`src/rtl/lsu_pkg.sv`:
```
// Shared encodings for the load/store sequencer: access sizes, FSM states, memory timing.
package lsu_pkg;

    localparam int unsigned DATA_W     = 32;
    localparam int unsigned CNT_W      = 8;
    localparam int unsigned MEM_RD_LAT = 2;

    localparam logic [1:0] SZ_BYTE = 2'b00;
    localparam logic [1:0] SZ_HALF = 2'b01;
    localparam logic [1:0] SZ_WORD = 2'b10;
    localparam logic [1:0] SZ_RSVD = 2'b11;

    typedef enum logic [1:0] {
        IDLE     = 2'b00,
        RD_WAIT  = 2'b01,
        RMW_WAIT = 2'b10,
        ERR      = 2'b11
    } state_t;

    // Half needs addr[0]==0, word needs addr[1:0]==0.
    function automatic logic is_misaligned(input logic [1:0] size, input logic [1:0] addr_lo);
        return ((size == SZ_HALF) && addr_lo[0]) ||
               ((size == SZ_WORD) && (addr_lo != 2'b00));
    endfunction

endpackage

```
`src/rtl/lsu_lane_unit.sv`:
```
// Byte/half lane extraction with sign/zero extension for loads, and lane merge for sub-word stores.
module lsu_lane_unit
    import lsu_pkg::*;
(
    input  logic [1:0]        size,
    input  logic              is_unsigned,
    input  logic [1:0]        addr_lo,
    input  logic [DATA_W-1:0] rd_word,
    input  logic [DATA_W-1:0] wdata,
    output logic [DATA_W-1:0] load_data_c,
    output logic [DATA_W-1:0] merge_data_c
);

    logic [7:0]  byte_sel;
    logic [15:0] half_sel;

    always_comb begin
        byte_sel    = rd_word[{addr_lo, 3'b000} +: 8];
        half_sel    = addr_lo[1] ? rd_word[31:16] : rd_word[15:0];
        load_data_c = rd_word;
        case (size)
            SZ_BYTE: load_data_c = is_unsigned ? {24'b0, byte_sel} : {{24{byte_sel[7]}}, byte_sel};
            SZ_HALF: load_data_c = is_unsigned ? {16'b0, half_sel} : {{16{half_sel[15]}}, half_sel};
            default: load_data_c = rd_word;
        endcase
    end

    // Only the addressed lanes take store data; the rest keep the word just read.
    always_comb begin
        merge_data_c = rd_word;
        case (size)
            SZ_BYTE: merge_data_c[{addr_lo, 3'b000} +: 8] = wdata[7:0];
            SZ_HALF: begin
                if (addr_lo[1]) merge_data_c[31:16] = wdata[15:0];
                else            merge_data_c[15:0]  = wdata[15:0];
            end
            default: merge_data_c = wdata;
        endcase
    end

endmodule

```
`src/rtl/lsu_ctrl.sv`:
```
// Load/store sequencer: turns byte/half/word accesses into full-word SPRAM reads/writes.
// LSU_MISALIGN_TRAP_EN: misaligned half/word accesses error instead of being aligned down.
module lsu_ctrl
    import lsu_pkg::*;
#(
    parameter int unsigned ADDR_W     = 15,
    parameter int unsigned RD_TIMEOUT = 15
) (
    input  logic              clk,
    input  logic              reset,
    input  logic              req_valid,
    output logic              req_ready,
    input  logic              req_we,
    input  logic [1:0]        req_size,
    input  logic              req_unsigned,
    input  logic [ADDR_W-1:0] req_addr,
    input  logic [DATA_W-1:0] req_wdata,
    output logic              resp_valid,
    output logic [DATA_W-1:0] resp_rdata,
    output logic              resp_err,
    output logic              mem_rd_req,
    output logic [ADDR_W-1:0] mem_rd_addr,
    input  logic [DATA_W-1:0] mem_rd_data,
    input  logic              mem_data_valid,
    output logic              mem_wr_req,
    output logic [ADDR_W-1:0] mem_wr_addr,
    output logic [DATA_W-1:0] mem_wr_data
);

    if (RD_TIMEOUT < 3 || RD_TIMEOUT > 255 || RD_TIMEOUT <= MEM_RD_LAT) begin : g_bad_timeout
        $error("lsu_ctrl: RD_TIMEOUT out of range 3..255");
    end

    state_t            state_q;
    logic [CNT_W-1:0]  cnt_q;
    logic [1:0]        cap_size;
    logic              cap_unsigned;
    logic [ADDR_W-1:0] cap_addr;
    logic [DATA_W-1:0] cap_wdata;

    logic              accept_c;
    logic              acc_err_c;
    logic [ADDR_W-1:0] acc_addr_c;
    logic              timeout_c;
    logic [DATA_W-1:0] load_data_c;
    logic [DATA_W-1:0] merge_data_c;

    assign req_ready = (state_q == IDLE);
    assign accept_c  = req_valid && req_ready;
    assign timeout_c = ((9'(cnt_q) + 9'd1) >= 9'(RD_TIMEOUT));

`ifdef LSU_MISALIGN_TRAP_EN
    assign acc_err_c = (req_size == SZ_RSVD) || is_misaligned(req_size, req_addr[1:0]);
`else
    assign acc_err_c = (req_size == SZ_RSVD);
`endif

    // Misaligned addresses only survive to here when trapping is off; drop the low bits.
    always_comb begin
        acc_addr_c = req_addr;
        if (req_size == SZ_HALF) acc_addr_c[0]   = 1'b0;
        if (req_size == SZ_WORD) acc_addr_c[1:0] = 2'b00;
    end

    lsu_lane_unit u_lane (
        .size         (cap_size),
        .is_unsigned  (cap_unsigned),
        .addr_lo      (cap_addr[1:0]),
        .rd_word      (mem_rd_data),
        .wdata        (cap_wdata),
        .load_data_c  (load_data_c),
        .merge_data_c (merge_data_c)
    );

    always_ff @(posedge clk) begin
        if (reset) begin
            state_q      <= IDLE;
            cnt_q        <= '0;
            cap_size     <= SZ_BYTE;
            cap_unsigned <= 1'b0;
            cap_addr     <= '0;
            cap_wdata    <= '0;
            resp_valid   <= 1'b0;
            resp_err     <= 1'b0;
            resp_rdata   <= '0;
            mem_rd_req   <= 1'b0;
            mem_rd_addr  <= '0;
            mem_wr_req   <= 1'b0;
            mem_wr_addr  <= '0;
            mem_wr_data  <= '0;
        end else begin
            // Strobes are single-cycle pulses unless re-armed below.
            resp_valid <= 1'b0;
            resp_err   <= 1'b0;
            mem_rd_req <= 1'b0;
            mem_wr_req <= 1'b0;

            case (state_q)
                IDLE: begin
                    if (accept_c) begin
                        cap_size     <= req_size;
                        cap_unsigned <= req_unsigned;
                        cap_addr     <= acc_addr_c;
                        cap_wdata    <= req_wdata;
                        cnt_q        <= '0;
                        if (acc_err_c) begin
                            state_q    <= ERR;
                            resp_valid <= 1'b1;
                            resp_err   <= 1'b1;
                            resp_rdata <= '0;
                        end else if (req_we && (req_size == SZ_WORD)) begin
                            mem_wr_req  <= 1'b1;
                            mem_wr_addr <= {acc_addr_c[ADDR_W-1:2], 2'b00};
                            mem_wr_data <= req_wdata;
                            resp_valid  <= 1'b1;
                            resp_rdata  <= '0;
                        end else begin
                            mem_rd_req  <= 1'b1;
                            mem_rd_addr <= {acc_addr_c[ADDR_W-1:2], 2'b00};
                            state_q     <= req_we ? RMW_WAIT : RD_WAIT;
                        end
                    end
                end

                RD_WAIT: begin
                    if (mem_data_valid) begin
                        resp_valid <= 1'b1;
                        resp_rdata <= load_data_c;
                        state_q    <= IDLE;
                    end else if (timeout_c) begin
                        resp_valid <= 1'b1;
                        resp_err   <= 1'b1;
                        resp_rdata <= '0;
                        state_q    <= IDLE;
                    end else begin
                        cnt_q <= cnt_q + CNT_W'(1);
                    end
                end

                RMW_WAIT: begin
                    if (mem_data_valid) begin
                        mem_wr_req  <= 1'b1;
                        mem_wr_addr <= {cap_addr[ADDR_W-1:2], 2'b00};
                        mem_wr_data <= merge_data_c;
                        resp_valid  <= 1'b1;
                        resp_rdata  <= '0;
                        state_q     <= IDLE;
                    end else if (timeout_c) begin
                        resp_valid <= 1'b1;
                        resp_err   <= 1'b1;
                        resp_rdata <= '0;
                        state_q    <= IDLE;
                    end else begin
                        cnt_q <= cnt_q + CNT_W'(1);
                    end
                end

                ERR: begin
                    state_q <= IDLE;
                end

                default: begin
                    state_q <= IDLE;
                end
            endcase
        end
    end

endmodule

```
`config.mk`:
```
export PLATFORM = sky130hd
export DESIGN_NAME = lsu_ctrl
export DESIGN_NICKNAME = d
export VERILOG_FILES = /design/src/rtl/lsu_pkg.sv /design/src/rtl/lsu_lane_unit.sv /design/src/rtl/lsu_ctrl.sv
export SDC_FILE = /design/constraint.sdc
export NUM_CORES = 1
export LEC_CHECK = 0
export ABC_AREA = 1
export BUFFER_PORTS_ARGS = -buffer_cell sky130_fd_sc_hd__buf_2
export CORE_UTILIZATION = 35
export DETAILED_ROUTE_END_ITERATION = 8
export GPL_ROUTABILITY_DRIVEN = 0
export HOLD_SLACK_MARGIN = 0.05
export PLACE_DENSITY_LB_ADDON = 0.15
export SLEW_MARGIN = 20
export SYNTH_ARGS = -nofsm -noshare
export SYNTH_HDL_FRONTEND = slang
export SYNTH_SLANG_ARGS = --single-unit
```
`constraint.sdc`:
```
create_clock -name clk -period 4.3 [get_ports clk]
set_clock_uncertainty 0.15 [all_clocks]
set_input_delay 0.43 -clock clk [delete_from_list [all_inputs] [get_ports clk]]
set_output_delay 0.43 -clock clk [all_outputs]
set_load 0.01 [all_outputs]
```
==> impl_metrics.csv <==
group,metric,value,unit
sta,finalHoldViolCount,0,
floorplanning,placeableCoreArea,0.02189,mm2
pwr,switchingPower,2424,uW
clock_tree,cts.sinks,154,
critical_path,r2r_setup_slack,1.49,ns
sta,report.final.slew_viol_count,0,
grt,met1_usage,35.39,%
grt,grt_usage,23.15,%
yosys,synth-seq-cells,154,
floorplanning,dieWidth,151.8,um
grt,grt_use_met3,4.641,%
hold_path,whs_path_depth,3,
floorplanning,dieHeight,151.8,um
yosys,synth_edf_count,0,
yosys,synth-async-reset-ratio,0,%
finish,layout-drive-gt1-share,22.12,%
outcome,status,"finished clean",
critical_path,crit_path_end_kind,"flip-flop",
grt,top_usage_layer,"met1",
sta,worst_pin_slew,0.9359,ns
sta,rsz0062_at_grt,"false",
run,cap_violations,0,
floorplanning,initial_core_util,35.88,%
finish,regArea,0.003083,mm2
drt,vias,7927,
drt,drt_iter0_drc,646,
pwr,irDropWorstVdd,270.7,uV
critical_path,start_kind,"flip-flop",
drt,wl,26640,um
grt,grt_pass1_vias,7019,
grt,grt_max_degree,78,
pwr,p_comb_share,38.8,%
critical_path,cp.required,4.44,ns
yosys,avgSynthCellArea,7.172,um2
clock_tree,cts_buffer_depth,2,
grt,gr-total-overflow,0,
floorplanning,die_area,0.02304,mm2
pwr,switching_share,43.48,%
hold_path,min_to,"cap_wdata[31]",
pwr,seqPwrFrac,33.9,%
sta,period_needed,2.813,ns
yosys,netlist_instances,1095,
critical_path,r2r_cells,6,
clock_tree,hold_buffers,0,
placement,hpwl,18960,um
grt,grt_pass1_wl,40570,um
finish,multi_input_area,0.004119,mm2
yosys,synth_top_area_cell,"dfxtp_1",
drt,dr.pass1.iters,5,
clock_tree,cts_root_buf,"clkbuf_16",
sta,period_share,65.41,%
yosys,syn_area,0.007854,mm2
clock_tree,clk-insertion-delay-late,0.43,ns
yosys,ys.flop_type,"dfxtp_1",
yosys,ys_seq_area_share,39.25,%
clock_tree,ctsResizeCount,0,
drt,wl_per_cell,17.40,um
pwr,intPower,3151,uW
critical_path,critical_path_class,"reg -> reg",
pwr,p_leak,0.003977,uW
clock_tree,clk_pin_slew,0.07,ns
clock_tree,numCtsBuffers,17,
finish,fin_util,43.17,%
floorplanning,rows,54,
finish,nets,1333,
hold_path,hp-start,"req_wdata[31]",
critical_path,critPathMaxFanout,31,
yosys,yosys-top-cells-count,"202 x nand2_1, 154 x dfxtp_1, 134 x o21ai_0, 116 x a21oi_1, 107 x nor2_1",
sta,tns,0,ns
clock_tree,htreeDepth,4,
critical_path,worst_r2r_endpoint,"mem_wr_data[2]",
sta,relSlewSlack,36.95,%
grt,antenna_found_initial,3,
critical_path,r2r-start,"cap_size[0]",
clock_tree,cts_tree,"built",
yosys,ys_top_cells_by_area,"dfxtp_1 39%, nand2_1 9.7%, o21ai_0 8.5%",
yosys,yosysWarnings,0,
hold_path,min_path_type,"in -> reg",
pwr,p_clk_share,27.3,%
grt,globalRouteMet2Util,31.82,%
drt,drc,0,
placement,numPortBuffers,181,
sta,setup_viol,0,
sta,fmax,355.5,MHz
sta,hold_slack,0.1006,ns
pwr,cellPowerDensity,589.9,mW/mm2
yosys,ys_types,43,
drt,viasPerCell,5.178,
yosys,yosys.area.top_type_share,39.25,%
floorplanning,num_io_pins,186,
finish,nFillCells,2341,
drt,detail-route-antenna-nets,0,
finish,area_growth,20.33,%
clock_tree,cts_setup_buffers,0,
critical_path,worstPathArrival,2.95,ns
yosys,yosys.cell_count.top_type,"nand2_1",
==> registers in the layout, summed over array words and instances (netlist names) <==
signal and count:
mem_wr_addr 13, state_q 2, mem_wr_req 1, cap_addr 15, cap_unsigned 1, cap_size 2, resp_valid 1, cnt_q 8
mem_rd_req 1, mem_wr_data 32, cap_wdata 32, resp_rdata 32, mem_rd_addr 13, resp_err 1
==> per-stage QoR <==
stage / power (uW) / instances / instance area, um2 / setup slack (ns)
final: 5575 / 1531 / 9450 / 1.487
after global routing: 5968 / 1530 / 9448 / 1.331
after CTS: 5611 / 1528 / 9443 / 1.598
after detailed placement: 4078 / 1496 / 8848 / 1.615
after global placement: 4074 / 1496 / 8848 / 1.619
after floorplan: 3473 / 1098 / 7865 / 2.246
==> cell usage in the layout, fill, tap and decap left out, drive strengths merged <==
| cell | instances |
|---|---|
| nor4 | 2 |
| a21boi | 1 |
| nor3 | 10 |
| clkinvlp | 2 |
| clkinv | 4 |
| a22oi | 5 |
| conb | 4 |
| o22ai | 5 |
| and2 | 1 |
| a211oi | 15 |
| o2111ai | 16 |
| or2 | 1 |
| a31oi | 13 |
| dfxtp | 154 |
| nand3b | 2 |
| nand3 | 45 |
| a21oi | 127 |
| clkbuf | 17 |
| inv | 89 |
| buf | 193 |
| ha | 11 |
| nor2 | 117 |
| o21a | 2 |
| o21ai | 135 |
| o211ai | 51 |
| diode | 3 |
| nand2 | 218 |
| nand4 | 8 |
==> power groups by stage <==
stage | Combinational, uW | Clock [uW] | Sequential [uW]
2_1_floorplan | 1530 | 0 | 1940
3_3_place_gp | 2150 | 0 | 1920
5_1_grt | 2420 | 1620 | 1930
6_report | 2160 | 1520 | 1890
3_5_place_dp | 2160 | 0 | 1920
4_1_cts | 2170 | 1550 | 1890
==> kinds of logic after synthesis <==
group | synth area share (%)
DFF | 39.25
buffers and inverters | 8.475
AOI/OAI and AO/OA | 27.51
other | 0.04775
adders and majority gates | 1.752
and+or+nand+nor | 22.96
==> worst max-delay path, cell delays in order (launching register included) <==
cell	delay [ns]
dfxtp_1	0.34
nor2_4	0.58
inv_1	0.34
o21ai_0	0.82
o21ai_0	0.20
o211ai_1	0.13
a21oi_1	0.09
==> area by class of cell <==
| class | count | area share, % |
|---|---|---|
| timing repair buffer | 193 | 10.54 |
| multi-input combinational | 789 | 43.59 |
| clock buffer | 17 | 4.502 |
| clock inverter | 15 | 1.787 |
| inverter | 80 | 3.178 |
| tap | 280 | 3.707 |
| antenna | 3 | 0.07944 |
| sequential | 154 | 32.62 |
==> per-layer routing <==
metal / up-vias / routed length (um)
met4: 0 / 480
met3: 35 / 2045
met1: 3594 / 13140
met5: - / 0
li1: 4023 / -
met2: 275 / 10980
==> how the worst max path moves through the flow <==
stage                           start              to  slack, ns  depth (start not counted)
after floorplan           cap_addr[1]  mem_wr_data[2]       2.25                         10
after global placement    cap_size[0]  mem_wr_data[2]       1.62                          6
after detailed placement  cap_size[0]  mem_wr_data[2]       1.62                          6
after CTS                 cap_size[0]  mem_wr_data[2]       1.60                          6
after global routing      cap_addr[1]  mem_wr_data[2]       1.33                         10
final                     cap_size[0]  mem_wr_data[2]       1.49                          6
(Power assumes the default switching activity.)
